==> config.mk <==
export PLATFORM = sky130hd
export DESIGN_NAME = serial_adder_ctrl
export DESIGN_NICKNAME = d
export VERILOG_FILES = /design/src/rtl/serial_adder_ctrl.sv
export SDC_FILE = /design/constraint.sdc
export NUM_CORES = 1
export LEC_CHECK = 0
export ABC_AREA = 1
export BUFFER_PORTS_ARGS = -buffer_cell sky130_fd_sc_hd__buf_2
export CORE_AREA = 2 2 67 69
export DETAILED_ROUTE_END_ITERATION = 8
export DIE_AREA = 0 0 69 71
export HOLD_SLACK_MARGIN = 0.02
export PLACE_DENSITY = 0.65
export SYNTH_ARGS = -nofsm -noshare
export SYNTH_HDL_FRONTEND = slang
export SYNTH_SLANG_ARGS = --single-unit
export TNS_END_PERCENT = 1
==> constraint.sdc <==
create_clock -name clk -period 1.75 [get_ports clk]
set_input_delay 0 -clock clk [delete_from_list [all_inputs] [get_ports clk]]
set_output_delay 0 -clock clk [all_outputs]
set_load 0.02 [all_outputs]
==> src/rtl/serial_adder_ctrl.sv <==
// Bit-serial adder controller: one full-adder cell, LSB-first, WIDTH cycles per add.
// Optional signed-overflow output enabled by defining SERIAL_ADD_OVF_EN.

module Full_Adder_Dataflow (
    input  logic a,
    input  logic b,
    input  logic cin,
    output logic s,
    output logic cout
);
    assign s    = a ^ b ^ cin;
    assign cout = (a & b) | (cin & (a ^ b));
endmodule

module serial_adder_ctrl #(
    parameter int WIDTH = 8
) (
    input  logic             clk,
    input  logic             rst_n,
    input  logic             start,
    input  logic [WIDTH-1:0] a,
    input  logic [WIDTH-1:0] b,
    input  logic             cin,
    output logic             busy,
    output logic             done,
    output logic [WIDTH-1:0] sum,
    output logic             cout
`ifdef SERIAL_ADD_OVF_EN
   ,output logic             ovf
`endif
);

    localparam int CW = $clog2(WIDTH);
    localparam logic [CW-1:0] LAST_BIT = CW'(WIDTH - 1);

    typedef enum logic [1:0] {
        IDLE,
        RUN,
        DONE
    } state_t;

    state_t           state_q, state_d;
    logic [WIDTH-1:0] a_sr_q, a_sr_d;
    logic [WIDTH-1:0] b_sr_q, b_sr_d;
    logic [WIDTH-1:0] sum_sr_q, sum_sr_d;
    logic [WIDTH-1:0] sum_q, sum_d;
    logic             carry_q, carry_d;
    logic             cout_q, cout_d;
    logic [CW-1:0]    cnt_q, cnt_d;
    logic             fa_s, fa_c;
`ifdef SERIAL_ADD_OVF_EN
    logic             c_msb_q, c_msb_d;
`endif

    Full_Adder_Dataflow u_fa (
        .a    (a_sr_q[0]),
        .b    (b_sr_q[0]),
        .cin  (carry_q),
        .s    (fa_s),
        .cout (fa_c)
    );

    always_comb begin
        state_d  = state_q;
        a_sr_d   = a_sr_q;
        b_sr_d   = b_sr_q;
        sum_sr_d = sum_sr_q;
        sum_d    = sum_q;
        carry_d  = carry_q;
        cout_d   = cout_q;
        cnt_d    = cnt_q;
`ifdef SERIAL_ADD_OVF_EN
        c_msb_d  = c_msb_q;
`endif
        case (state_q)
            IDLE: begin
                if (start) begin
                    a_sr_d  = a;
                    b_sr_d  = b;
                    carry_d = cin;
                    cnt_d   = '0;
                    state_d = RUN;
                end
            end
            RUN: begin
                sum_sr_d = {fa_s, sum_sr_q[WIDTH-1:1]};
                a_sr_d   = a_sr_q >> 1;
                b_sr_d   = b_sr_q >> 1;
                carry_d  = fa_c;
                cnt_d    = cnt_q + CW'(1);
                // Results are published only on the final bit so partial sums never show.
                if (cnt_q == LAST_BIT) begin
                    state_d = DONE;
                    sum_d   = sum_sr_d;
                    cout_d  = fa_c;
`ifdef SERIAL_ADD_OVF_EN
                    c_msb_d = carry_q;
`endif
                end
            end
            DONE: begin
                state_d = IDLE;
            end
            default: begin
                state_d = IDLE;
            end
        endcase
    end

    always_ff @(posedge clk or negedge rst_n) begin
        if (!rst_n) begin
            state_q  <= IDLE;
            a_sr_q   <= '0;
            b_sr_q   <= '0;
            sum_sr_q <= '0;
            sum_q    <= '0;
            carry_q  <= 1'b0;
            cout_q   <= 1'b0;
            cnt_q    <= '0;
`ifdef SERIAL_ADD_OVF_EN
            c_msb_q  <= 1'b0;
`endif
        end else begin
            state_q  <= state_d;
            a_sr_q   <= a_sr_d;
            b_sr_q   <= b_sr_d;
            sum_sr_q <= sum_sr_d;
            sum_q    <= sum_d;
            carry_q  <= carry_d;
            cout_q   <= cout_d;
            cnt_q    <= cnt_d;
`ifdef SERIAL_ADD_OVF_EN
            c_msb_q  <= c_msb_d;
`endif
        end
    end

    assign busy = (state_q == RUN);
    assign done = (state_q == DONE);
    assign sum  = sum_q;
    assign cout = cout_q;
`ifdef SERIAL_ADD_OVF_EN
    // Both terms are captured together on entry to DONE, so ovf holds with sum.
    assign ovf  = c_msb_q ^ cout_q;
`endif

endmodule

==> impl_metrics.toml <==
[floorplan]
io-pin-count = 31
die-height_um = 71
rows = 24
start_util_pct = 44.0
dieArea_um2 = 4900
die_w_um = 69
coreArea_um2 = 4200

[logic_synthesis]
ys_ff_latch = 38
synth_top_cell_by_area = "dfrtp_1"
syn-num-nets = 245
syn_inst = 222
synthesis.area_um2 = 1850
synth_area_per_cell_um2 = 8.33
synth_area_leaders = "dfrtp_1, nand2_1, nand3_1"
ys_seq_area_share_pct = 51.4
ys.warnings.count = 0
ys_types = 18
synth_top_area_share_pct = 51.4

[critical_path]
crit_family = "adder cells"
crit_buf_inv = 1
endpoint_kind = "flop"
slowest_delay_ps = 410
path_depth = 6
path_class = "reg2reg"
cp_data_arrival_time_ps = 1520
crit_slowest_cell = "dfrtp_1"
rr_startpoint = "cnt_q[0]"
startpoint_type = "flop"
critPathMaxFanout = 18
required_ps = 1930
cp_cell_sequence = "ha_1 > ha_1 > nand2_4 > inv_1 > nand2_1 > nand2_1"
r2r_cells = 6
r2r_end = "sum[0]"
r2r_slack_ps = 410

[clock_network]
cts_tree = "built"
cts_buffer_depth = 2
htreeDepth = 2
cts_buffers = 5
cts_root_buf = "clkbuf_8"
clock_latency_ps = 290
postCtsResizedCells = 0
numClockSinks = 38
path_clk_slew_ps = 70
cts_setup_buffers = 0

[grt]
grt_first_pass_wirelength_um = 6300
grt_max_degree = 39
grt_pass1_vias = 1398
grt_remaining_overflow = 0
grt_antenna_before_repair = 0
grt_util_met1_pct = 20.5
grt_usage_pct = 16.3
met2_usage_pct = 26.3
gr-max-usage-layer = "met2"
use_met3_pct = 5.84

[drt]
detail_route.first_pass.iterations = 4
via_per_inst = 4.62
routedWlPerCell_um = 11.1
vias = 1459
drtIter0Drc = 72
wirelength_um = 3510
drt.antenna.violating_nets = 0
drc = 0

[layout]
area_growth_pct = 20.2
nets = 286
drive_gt1_share_pct = 22.0
fillCellCount = 402
regArea_um2 = 951
n_antenna_cell = 0
multi_input_area_um2 = 658

[pwr]
power.leakage_nw = 1.25
power_density_nw_per_um2 = 1760
finalPower_w = 0.00391
vdd_drop_max_v = 0.000885

[timing]
setup_violations = 0
hold_violations = 0
max_slew_margin_pct = 43.6
finalSetupTns_ps = 0
rsz0062_at_grt = "false"
skew_ps = 3.30
finalMaxSlewViolations = 0
fin_crit_sh_pct = 76.6
max_freq_mhz = 746
worstMarginPinSlew_ps = 846
whs_ps = 19.5
min_period_ps = 1340

[job]
cap_viol_max_count = 0

[hold_path]
hp-start = "b[4]"
worstHoldEndpoint = "b_sr_q[4]"
hp-class = "in2reg"
hold_depth = 5

[placement]
dp_hpwl_um = 2340
place.gp.congestion = 0.672
io_buffer_count = 30

[run_status]
status = "finished, final reports clean"
[logic make-up (layout without fill, tap and decap cells)]
logic type               after synthesis  count (layout)  synth area share, %
AND/OR/NAND/NOR                      109             109                 25.3
adder cells (fa/ha/maj)                3               3                 2.44
buffers and inverters                 52              94                 13.0
AO/OA/AOI/OAI                         20              20                 7.85
flip-flops                            38              38                 51.4
[layer usage]
layer	routed length, um	vias up	part of all wire (%)
met1	1600	675	46
met3	169	6	4.8
li1	-	752	-
met4	62	0	1.8
met5	0	-	0
met2	1670	26	48
[stage by stage]
| stage | area (um2) | cells | utilization [%] | setup slack [ps] |
|---|---|---|---|---|
| 3_5_place_dp | 2020 | 299 | 48.1 | 408 |
| 3_3_place_gp | 2020 | 299 | 48.1 | 450 |
| 4_1_cts | 2220 | 316 | 52.9 | 397 |
| 2_1_floorplan | 1850 | 222 | - | 510 |
| 6_report | 2220 | 316 | 52.9 | 409 |
| 5_1_grt | 2220 | 316 | 52.9 | 307 |
[worst max path at each step]
stage / from / end / slack (ps)
6_report: cnt_q[0] / sum[0] / 410
5_1_grt: cnt_q[0] / sum[0] / 310
4_1_cts: cnt_q[0] / sum[0] / 400
3_5_place_dp: cnt_q[0] / sum[0] / 410
3_3_place_gp: cnt_q[0] / sum[0] / 450
2_1_floorplan: cnt_q[0] / sum[7] / 510
[Yosys cell counts, drive strengths merged]
library cell and n:
nand2 75, inv 42, dfrtp 38, nand3 31, o21ai 19, buf 9, nor2 3, ha 2
a21oi 1, clkbuf 1, fa 1
[repair_timing]
action | CTS | global route
endpoints found under the hold margin | 46 | 0
hold buffers | 9 | 0
endpoints found under the setup margin | 0 | 0
[tightest hold or removal path: cells and delay by family]
| kind | cells | cell delay [ps] |
|---|---|---|
| AND/OR/NAND/NOR | 3 | 160 |
| buffers and inverters | 2 | 110 |
[area by class of cell]
class                   instances  area share [%]
multi-input cells             132            29.6
clock buffers                   8            4.95
well taps                      52            2.93
repair buffers                 44            12.5
flip-flops and latches         38            42.8
inverters                      42            7.21
[registers in the layout, summed over array words and instances (netlist names)]
register and flops:
b_sr_q 8, sum_sr_q 7, a_sr_q 8, cout 1
state_q 2, carry_q 1, sum 8, cnt_q 3
[report_power, final]
| group | switching [W] | internal, W | leakage (nW) | total [W] |
|---|---|---|---|---|
| clock | 0.000300 | 0.000398 | 0.0575 | 0.000697 |
| sequential | 0.000232 | 0.00129 | 0.470 | 0.00153 |
| combinational | 0.00106 | 0.000630 | 0.727 | 0.00169 |
[cell usage in the layout, fill, tap and decap left out]
cell            n
a21oi_2         1
buf_2          30
buf_4           5
clkbuf_8        8
dfrtp_1        38
dlygate4sd3_1   9
fa_1            1
ha_1            2
inv_1          41
inv_4           1
nand2_1        72
nand2_2         2
nand2_4         1
nand3_1        31
nor2_1          2
nor2_4          1
o21ai_0        10
o21ai_2         8
o21ai_4         1
No activity file was read; power rests on OpenSTA's default activity.
